--- config.mk ---
export PLATFORM = sky130hd
export DESIGN_NAME = graph_mem_arbiter
export DESIGN_NICKNAME = d
export VERILOG_FILES = /design/src/rtl/graph_mem_arb_pkg.sv /design/src/rtl/graph_mem_arbiter_rr_arbiter.sv /design/src/rtl/graph_mem_arbiter.sv
export SDC_FILE = /design/constraint.sdc
export NUM_CORES = 1
export LEC_CHECK = 0
export BUFFER_PORTS_ARGS = -buffer_cell sky130_fd_sc_hd__buf_2
export CORE_MARGIN = 3
export CORE_UTILIZATION = 44
export DETAILED_ROUTE_END_ITERATION = 12
export PLACE_DENSITY = 0.88
export SLEW_MARGIN = 20
export SYNTH_ARGS = -nofsm -noshare
export SYNTH_HDL_FRONTEND = slang
export SYNTH_HIERARCHICAL = 1
export SYNTH_SLANG_ARGS = --single-unit
--- constraint.sdc ---
create_clock -name clk_in -period 2.6 [get_ports clk_in]
set_input_delay 0 -clock clk_in [delete_from_list [all_inputs] [get_ports clk_in]]
set_output_delay 0 -clock clk_in [all_outputs]
set_load 0.02 [all_outputs]
--- src/rtl/graph_mem_arb_pkg.sv ---
// Shared types and constants for the graph memory read-port arbiter.
package graph_mem_arb_pkg;

  localparam int NUM_REQ_MAX = 8;
  localparam int REQ_ID_W    = $clog2(NUM_REQ_MAX);
  localparam int GRANT_CNT_W = 16;

  typedef struct packed {
    logic                valid;
    logic [REQ_ID_W-1:0] id;
  } mem_tag_t;

endpackage

--- src/rtl/graph_mem_arbiter_rr_arbiter.sv ---
// Combinational round-robin picker: the first asserted request at or above ptr_i, with wrap.
module rr_arbiter #(
  parameter int N     = 3,
  parameter int PTR_W = (N > 1) ? $clog2(N) : 1
) (
  input  logic [N-1:0]     req_i,
  input  logic [PTR_W-1:0] ptr_i,
  output logic [N-1:0]     grant_o
);

  logic             found;
  logic [PTR_W-1:0] idx;

  always_comb begin
    grant_o = '0;
    found   = 1'b0;
    idx     = '0;
    for (int k = 0; k < N; k++) begin
      idx = PTR_W'((int'(ptr_i) + k) % N);
      if (!found && req_i[idx]) begin
        grant_o[idx] = 1'b1;
        found        = 1'b1;
      end
    end
  end

endmodule

--- src/rtl/graph_mem_arbiter.sv ---
// Round-robin sharing of one graph-memory read port, with a fixed-latency tag pipeline for response routing.
// Optional per-requester grant counters are enabled by defining GRAPH_MEM_ARB_PERF_EN.
module graph_mem_arbiter
  import graph_mem_arb_pkg::*;
#(
  parameter int NUM_REQ     = 3,
  parameter int ADDR_W      = 32,
  parameter int DATA_W      = 32,
  parameter int MEM_LATENCY = 2
) (
  input  logic                   clk_in,
  input  logic                   rst_in,
  input  logic [NUM_REQ-1:0]     req_valid_in,
  input  logic [ADDR_W-1:0]      req_addr_in [NUM_REQ],
  output logic [NUM_REQ-1:0]     req_ready_out,
  output logic [NUM_REQ-1:0]     rsp_valid_out,
  output logic [DATA_W-1:0]      rsp_data_out,
  output logic                   mem_valid_out,
  output logic [ADDR_W-1:0]      mem_req_out,
  input  logic                   mem_valid_in,
  input  logic [DATA_W-1:0]      mem_data_in,
  output logic                   tag_error_out,
  output logic [GRANT_CNT_W-1:0] grant_count_out [NUM_REQ]
);

  localparam int PTR_W   = $clog2(NUM_REQ);
  localparam int BLANK_W = $clog2(MEM_LATENCY + 1);

  logic [PTR_W-1:0]    ptr_q, ptr_d;
  logic [NUM_REQ-1:0]  grant;
  logic                gnt_any;
  logic [REQ_ID_W-1:0] gnt_id;
  logic [ADDR_W-1:0]   gnt_addr;

  logic                mem_valid_q;
  logic [ADDR_W-1:0]   mem_req_q, mem_req_d;
  mem_tag_t            issue_tag_q, issue_tag_d;
  mem_tag_t            tag_q [MEM_LATENCY];
  mem_tag_t            tag_fin;

  logic [NUM_REQ-1:0]  rsp_valid_q, rsp_valid_d;
  logic [DATA_W-1:0]   rsp_data_q, rsp_data_d;
  logic                err_q, err_d;
  logic [BLANK_W-1:0]  blank_q, blank_d;
  logic                mem_ok, stray, lost;

  rr_arbiter #(
    .N     (NUM_REQ),
    .PTR_W (PTR_W)
  ) u_rr (
    .req_i   (req_valid_in),
    .ptr_i   (ptr_q),
    .grant_o (grant)
  );

  // Grant stage: combinational pick, gated off while reset is asserted
  assign req_ready_out = rst_in ? grant : '0;
  assign gnt_any       = |req_ready_out;

  always_comb begin
    gnt_id   = '0;
    gnt_addr = '0;
    for (int i = 0; i < NUM_REQ; i++) begin
      if (req_ready_out[i]) begin
        gnt_id   = REQ_ID_W'(i);
        gnt_addr = req_addr_in[i];
      end
    end
    ptr_d = ptr_q;
    if (gnt_any) begin
      ptr_d = PTR_W'((int'(gnt_id) + 1) % NUM_REQ);
    end
    mem_req_d         = gnt_any ? gnt_addr : mem_req_q;
    issue_tag_d.valid = gnt_any;
    issue_tag_d.id    = gnt_id;
  end

  // Response stage: match the oldest tag against the memory strobe
  assign tag_fin = tag_q[MEM_LATENCY-1];
  assign mem_ok  = mem_valid_in & tag_fin.valid;
  // Stale responses to reads dropped by a reset land inside the blanking window
  assign stray   = mem_valid_in & ~tag_fin.valid & (blank_q == '0);
  assign lost    = tag_fin.valid & ~mem_valid_in;

  always_comb begin
    rsp_valid_d = '0;
    for (int i = 0; i < NUM_REQ; i++) begin
      if (mem_ok && tag_fin.id == REQ_ID_W'(i)) begin
        rsp_valid_d[i] = 1'b1;
      end
    end
    rsp_data_d = mem_ok ? mem_data_in : rsp_data_q;
    err_d      = err_q | stray | lost;
    blank_d    = (blank_q != '0) ? blank_q - 1'b1 : blank_q;
  end

  always_ff @(posedge clk_in) begin
    if (!rst_in) begin
      ptr_q       <= '0;
      mem_valid_q <= 1'b0;
      mem_req_q   <= '0;
      issue_tag_q <= '0;
      for (int k = 0; k < MEM_LATENCY; k++) begin
        tag_q[k] <= '0;
      end
      rsp_valid_q <= '0;
      rsp_data_q  <= '0;
      err_q       <= 1'b0;
      blank_q     <= BLANK_W'(MEM_LATENCY);
    end else begin
      ptr_q       <= ptr_d;
      mem_valid_q <= gnt_any;
      mem_req_q   <= mem_req_d;
      issue_tag_q <= issue_tag_d;
      tag_q[0]    <= issue_tag_q;
      for (int k = 1; k < MEM_LATENCY; k++) begin
        tag_q[k] <= tag_q[k-1];
      end
      rsp_valid_q <= rsp_valid_d;
      rsp_data_q  <= rsp_data_d;
      err_q       <= err_d;
      blank_q     <= blank_d;
    end
  end

  assign mem_valid_out = mem_valid_q;
  assign mem_req_out   = mem_req_q;
  assign rsp_valid_out = rsp_valid_q;
  assign rsp_data_out  = rsp_data_q;
  assign tag_error_out = err_q;

`ifdef GRAPH_MEM_ARB_PERF_EN
  logic [GRANT_CNT_W-1:0] cnt_q [NUM_REQ];
  logic [GRANT_CNT_W-1:0] cnt_d [NUM_REQ];

  always_comb begin
    for (int i = 0; i < NUM_REQ; i++) begin
      cnt_d[i] = cnt_q[i];
      if (req_valid_in[i] && req_ready_out[i] && cnt_q[i] != '1) begin
        cnt_d[i] = cnt_q[i] + 1'b1;
      end
    end
  end

  always_ff @(posedge clk_in) begin
    for (int i = 0; i < NUM_REQ; i++) begin
      if (!rst_in) begin
        cnt_q[i] <= '0;
      end else begin
        cnt_q[i] <= cnt_d[i];
      end
    end
  end

  assign grant_count_out = cnt_q;
`else
  always_comb begin
    for (int i = 0; i < NUM_REQ; i++) begin
      grant_count_out[i] = '0;
    end
  end
`endif

endmodule
-- After elaboration in Yosys (flattened, before gate mapping)
Memories as Yosys holds them, arrays and structs flattened.
Index checks and enable logic that the tools add are counted.
- order comparisons: 6
- divide/modulo/power cells: 4
- muxes and demuxes: 30
- bitwise operators: 12
- add/sub/neg operators: 4
- reductions and logical operators: 14
- shift-type cells: 0
- multiply operators: 0
- eq/ne operators: 2
- operators with widths (cell ; count):
    $mod A32 B3 Y32 const B ; 3
    $mux W32 ; 3
    $mod A3 B3 Y32 const B ; 1
    $mux W3 ; 5
    $mux W1 ; 14
    $lt A2 B3 Y1 const B ; 3
    $logic_and A1 B1 Y1 ; 8
    $mux W4 ; 2
    $bmux W1 S2 ; 3
    $demux W1 S2 ; 3
    $ge A2 B1 Y1 const B ; 3
    $or A3 B3 Y3 ; 2
    $add A3 B1 Y4 const B ; 1
    $and A1 B1 Y1 ; 4
    $or A1 B1 Y1 ; 4
    $add A2 B1 Y3 const B ; 1
    $add A2 B2 Y3 const B ; 1
    $eq A3 B1 Y1 const B ; 1
    $eq A3 B2 Y1 const B ; 1
    $logic_not A3 Y1 ; 1
    $reduce_or A3 Y1 ; 1
    $logic_not A1 Y1 ; 2
    $logic_not A2 Y1 ; 1
    $not A1 Y1 ; 2
    other kinds (2) ; 2
- latch bits: 0
- output and inout port bits: 120
- logic and storage cells: 81
- memory bits (read-only): 0
- register bits: 76
- bits in writable memories: 8
- memories kept: 1
- bits of input ports: 134
- memories (memory ; depth ; bits a word ; rd ports ; clocked after memory_dff ; write ports ; line ; RTL):
    tag_q ; 2 ; 4 ; 2 ; 0 ; 2 ; graph_mem_arbiter.sv:38 ; mem_tag_t tag_q [MEM_LATENCY];

-- Depth between registers and ports, before layout
- depth in word-level cells: 15
- mapped depth: 13
- gate-level depth less buffers: 10

-- By module
Netlist, hierarchy kept.
- modules (own cells, without submodules) (module ; seq. area each (sq um) ; cells an instance ; instances ; area each (sq um)):
    graph_mem_arbiter ; 1621.6 ; 494 ; 1 ; 3936.3
    rr_arbiter ; 0.0 ; 36 ; 1 ; 272.8

-- Least setup slack after synthesis
No wires, ideal clock.
- kind: flip-flop to flip-flop
- start: register ptr_q[0]
- end: register mem_req_q[2] (netlist: mem_req_out[2])
- path buffers: 3
- setup slack: 0.267 ns
- arrival time: 2.212 ns
- library setup time: 0.121 ns
- cell stages (with the launch flop): 13
- required time: 2.479 ns
- clock period less this slack: 2.333 ns
- cells stage by stage: dfxtp_1 inv_1 ha_1 clkbuf_2 a22oi_1 o22ai_1 nor4bb_1 o31a_1 buf_2 and4bb_2 buf_4 nand2_1 a31oi_1
- elaborated cells between the ends (all ways): 42
- those cells by class: 2 x add/sub; 3 x div; 6 x order compare; 21 x mux; 2 x bitwise; 8 x reduce/logical
- RTL lines (item ; line ; RTL):
    from (decl) ; graph_mem_arbiter.sv:29 ; logic [PTR_W-1:0] ptr_q, ptr_d;
    from (signal assigned) ; graph_mem_arbiter.sv:111 ; ptr_q <= ptr_d;
    $add A2 B1 Y3 or $mod A3 B3 Y32 (tied branches) ; graph_mem_arbiter_rr_arbiter.sv:19 ; idx = PTR_W'((int'(ptr_i) + k) % N);
    $mod A32 B3 Y32, or another cell as far along ; graph_mem_arbiter_rr_arbiter.sv:19 ;
    $lt A2 B3 Y1 (implied by the code), or another cell as far along ; graph_mem_arbiter_rr_arbiter.sv:21 ; grant_o[idx] = 1'b1;
    $logic_and A1 B1 Y1 (implied by the code), or another cell as far along ; graph_mem_arbiter_rr_arbiter.sv:21 ;
    $mux W1 (implied by the code), or another cell as far along ; graph_mem_arbiter_rr_arbiter.sv:21 ;
    $demux W1 S2, or another cell as far along ; - ;
    $or A3 B3 Y3 (no line) or $mux W1 (tied branches) ; - ;
    $mux W3 or $logic_not A1 Y1 (tied branches) ; graph_mem_arbiter_rr_arbiter.sv:20 ; if (!found && req_i[idx]) begin
    $or A3 B3 Y3 (no line) or $logic_and A1 B1 Y1 (tied branches) ; - ;
    $mux W3 * ; graph_mem_arbiter_rr_arbiter.sv:20 ;
    via grant[1] ; graph_mem_arbiter.sv:30 ; logic [NUM_REQ-1:0] grant;
    $mux W3 * ; graph_mem_arbiter.sv:57 ; assign req_ready_out = rst_in ? grant : '0;
    $mux W32 (2 in a row) ; graph_mem_arbiter.sv:64 ; if (req_ready_out[i]) begin
    to (signal assigned) ; graph_mem_arbiter.sv:113 ; mem_req_q <= mem_req_d;
    to (decl) ; graph_mem_arbiter.sv:36 ; logic [ADDR_W-1:0] mem_req_q, mem_req_d;
The timed path passes the listed nets; every way through them passes the cells marked *. The select of a mux whose other input is x is not followed.
A chain may end at the register's enable or synchronous reset.

-- Worst setup path in the final report
- start: register ptr_q[0]
- end: register mem_req_q[13] (netlist: mem_req_out[13])
- longest elaborated chain between the ends: 14
- elaborated cells between the ends (all ways): 42
- those cells by class: 2 x add/sub; 3 x div; 6 x order compare; 21 x mux; 2 x bitwise; 8 x reduce/logical
- ends and longest elaborated chain (item ; line):
    $add A2 B1 Y3 or $mod A3 B3 Y32 (tied branches) ; graph_mem_arbiter_rr_arbiter.sv:19
    $mod A32 B3 Y32, or another cell as far along ; graph_mem_arbiter_rr_arbiter.sv:19
    $lt A2 B3 Y1 (implied by the code), or another cell as far along ; graph_mem_arbiter_rr_arbiter.sv:21
    $logic_and A1 B1 Y1 (implied by the code), or another cell as far along ; graph_mem_arbiter_rr_arbiter.sv:21
    $mux W1 (implied by the code), or another cell as far along ; graph_mem_arbiter_rr_arbiter.sv:21
    $demux W1 S2, or another cell as far along ; -
    $or A3 B3 Y3 (no line) or $mux W1 (tied branches) ; -
    $mux W3 or $logic_not A1 Y1 (tied branches) ; graph_mem_arbiter_rr_arbiter.sv:20
    $or A3 B3 Y3 (no line) or $logic_and A1 B1 Y1 (tied branches) ; -
    $mux W3 * ; graph_mem_arbiter_rr_arbiter.sv:20
    via grant[0] ; graph_mem_arbiter.sv:30
    $mux W3 * ; graph_mem_arbiter.sv:57
    $mux W32 (3 in a row) ; graph_mem_arbiter.sv:64
Marked as above.

==> impl_metrics.py <==
metrics = {
    "yosys": {
        "synth.area.top_cells": "dfxtp_1, nand2_1, buf_4",
        "yosysSeqAreaShare": 0.385,
        "synth_common_cells": "nand2_1, dfxtp_1, buf_4, a21boi_0",
        "netlist_instances": 530,
        "synth_flop_cell": "dfxtp_1",
        "synth_area_mm2": 0.00421,
        "synth_area_per_cell_um2": 7.94,
        "synth_top_cell_area_share": 0.385,
        "synth_edf_count": 0,
        "ys_types": 39,
        "ys_warn_count": 6,
        "yosysTopAreaCell": "dfxtp_1",
        "ys_seq_elements": 81,
        "synth.most_common_cell": "nand2_1",
        "async_reset_ff_frac": 0,
    },
    "clock_network": {
        "clockRootBuffer": "clkbuf_8",
        "clock_latency_ns": 0.34,
        "clock-sinks": 81,
        "cts_made_buffers": 9,
        "clkTransAtPathRegs_ns": 0.09,
        "cts_tree": "yes",
        "htreeDepth": 3,
        "clockBufferDepth": 2,
    },
    "worst_setup_path": {
        "max_stage_delay_ns": 0.33,
        "critical-path-top-delay-family": "buffers and inverters",
        "crit_top_cell": "buf_4",
        "rr_endpoint": "mem_req_out[13]",
        "crit_path_cell_trace": "buf_4, ha_2, buf_4, mux2i_2, o211ai_1, o211ai_1, buf_4, and4bb_2, buf_12, nand2_1, a31oi_1",
        "critPathKind": "reg -> reg",
        "start_kind": "register",
        "end_kind": "register",
        "reg2regPathDepth": 11,
        "arrival_ns": 2.79,
        "critPathSlowestCell": "dfxtp_1",
        "rr_startpoint": "ptr_q[0]",
        "critPathRequiredTime_ns": 2.87,
        "path_max_fanout": 16,
        "crit_buf_inv": 4,
        "r2r_slack_ns": 0.08,
        "crit_cells": 11,
    },
    "timing": {
        "clock_skew_ns": 0.0124,
        "fmax_ghz": 0.396,
        "setup_viol": 0,
        "slew_headroom": 0.638,
        "hold_violations": 0,
        "tightestPinTransition_ns": 0.543,
        "period_minus_slack_ns": 2.52,
        "fin_crit_sh": 0.970,
        "finalMaxSlewViolations": 0,
    },
    "route": {
        "routed_wl_um": 13600,
        "route.detailed.drc": 0,
        "ant_nets": 0,
        "drt-initial-drc-count": 315,
        "routed_via_density": 4.92,
        "num_vias": 4568,
        "wl_per_cell_um": 14.7,
        "first_pass_iters": 5,
    },
    "die": {
        "start_util": 0.453,
        "core_mm2": 0.00928,
        "dieHeight_um": 104,
        "io_pins": 254,
        "die_w_um": 104,
        "floorplan.die_area_mm2": 0.0108,
        "rows": 35,
    },
    "place": {
        "gp_congestion": 0.795,
        "placed_cells": 834,
        "hpwl_um": 8100,
        "io_buffers": 205,
        "placed_cell_area_mm2": 0.00512,
    },
    "layout": {
        "n_antenna_cell": 0,
        "fin_cells": 929,
        "nets": 934,
        "nFillCells": 723,
        "final_util": 0.664,
        "areaGrowthSynthToFinish_pct": 46.5,
        "finalInstanceArea_mm2": 0.00617,
        "drive_above_1_share": 0.318,
    },
    "worst_hold_path": {
        "hold_end": "tag_error_out",
        "min_path_cells": 3,
        "worstHoldPathType": "in -> reg",
        "min-delay-start": "mem_valid_in",
    },
    "power": {
        "irDropWorstVdd_mv": 0.592,
        "power_leakage_uw": 0.00296,
        "powerDensity_mw_per_mm2": 973,
    },
    "grt": {
        "grt_pass1_wl_um": 21500,
        "antenna_found_initial": 0,
        "grt.total_usage": 0.236,
        "overflow": 0,
        "grt_pass1_vias": 4413,
        "grt_max_degree": 69,
    },
    "flow_run": {
        "max_cap_violations": 0,
    },
    "status": {
        "status": "completed",
    },
}
==> stage by stage <==
stage                     worst slack, ns  hold slack [ns]  TNS [ns]  power (uW)
after floorplan                     0.267            0.145         0        4080
after global placement             0.0738            0.254         0        4710
after detailed placement          -0.0136            0.261   -0.0172        4770
after CTS                         0.00573          0.00946         0        5800
after global routing              -0.0838           0.0159    -0.647        6410
final                              0.0775           0.0270         0        6000
==> cells by family (layout without fill, tap and decap cells) <==
group,Yosys count,in the layout,share of synthesized area
compound gates,144,144,0.235
xor+xnor,1,1,0.00208
fa+ha+maj,5,5,0.0149
buf+inv,109,332,0.154
flops,81,81,0.385
mux,6,6,0.0146
other cells,1,48,0.000891
simple gates,183,183,0.193
==> worst max path at each step <==
stage	to	slack [ns]	start
finish	mem_req_out[13]	0.08	ptr_q[0]
floorplan	mem_req_out[2]	0.27	ptr_q[0]
global placement	mem_req_out[1]	0.07	ptr_q[0]
global route	mem_req_out[13]	-0.08	ptr_q[0]
detailed placement	mem_req_out[1]	-0.01	ptr_q[0]
CTS	req_ready_out[1]	0.006	ptr_q[0]
==> registers in the layout (all words and copies together) (netlist names) <==
signal         cells
blank_q            2
issue_tag_q        3
mem_req_out       32
ptr_q              2
rsp_data_out      32
rsp_valid_out      3
tag_error_out      1
tag_q              6
==> repair_timing <==
action | 4_1_cts | 5_1_grt
setup endpoints to repair | 8 | 35
resized for setup | 2 | 15
hold endpoints to repair | 53 | 0
pin swaps | 2 | 3
gates cloned | 0 | 1
setup buffers | 3 | 1
hold buffers | 74 | 0
==> worst register-to-register path: stages (launching register included) <==
cell and delay (ns):
dfxtp_1 0.33, buf_4 0.12, ha_2 0.25, buf_4 0.16, mux2i_2 0.24, o211ai_1 0.13
o211ai_1 0.29, buf_4 0.20, and4bb_2 0.30, buf_12 0.16, nand2_1 0.09, a31oi_1 0.16
==> placed cells by master (no fill, tap or decap), types with 2 or more instances in the layout <==
cell / count
and4bb_2: 2
buf_2: 205
buf_4: 13
inv_1: 18
a22o_1: 11
clkbuf_8: 10
and2_1: 12
nand2_1: 143
nor3b_1: 2
nand3b_1: 13
nor2_1: 3
inv_6: 2
a21boi_0: 43
o21ai_0: 20
dfxtp_1: 80
a31oi_1: 21
a21o_1: 21
mux2i_1: 3
nor3_1: 2
buf_12: 3
o21ai_1: 4
o211ai_1: 5
ha_1: 3
clkinv_4: 2
clkinvlp_4: 2
mux2i_2: 2
conb_1: 48
a21oi_1: 13
dlygate4sd3_1: 74
nand2b_1: 3
==> routing by layer <==
metal  part of all wire  up-vias  wire, um  track usage
li1                   -     2190         -            -
met1               0.40     2116      5480        0.278
met2               0.49      241      6730        0.422
met3              0.089       21      1220       0.0654
met4              0.015        0       199       0.0627
met5                  0        -         0            0
==> power breakdown <==
part	total (uW)	leakage, uW	switching, uW	internal, uW
sequential	1670	0.000661	134	1540
combinational	3450	0.00220	1960	1490
clock	873	0.0000895	490	384
total	6000	0.00296	2580	3420
==> final cells by class <==
class                   count  area (um2)  area share
well taps                 129         161      0.0262
clock buffers              10         138      0.0223
flip-flops and latches     81        1620       0.263
inverters                  19        73.8      0.0120
repair buffers            297        1960       0.318
multi-input cells         387        2160       0.350
clock inverters             6        50.0     0.00812
(Power assumes the default switching activity.)
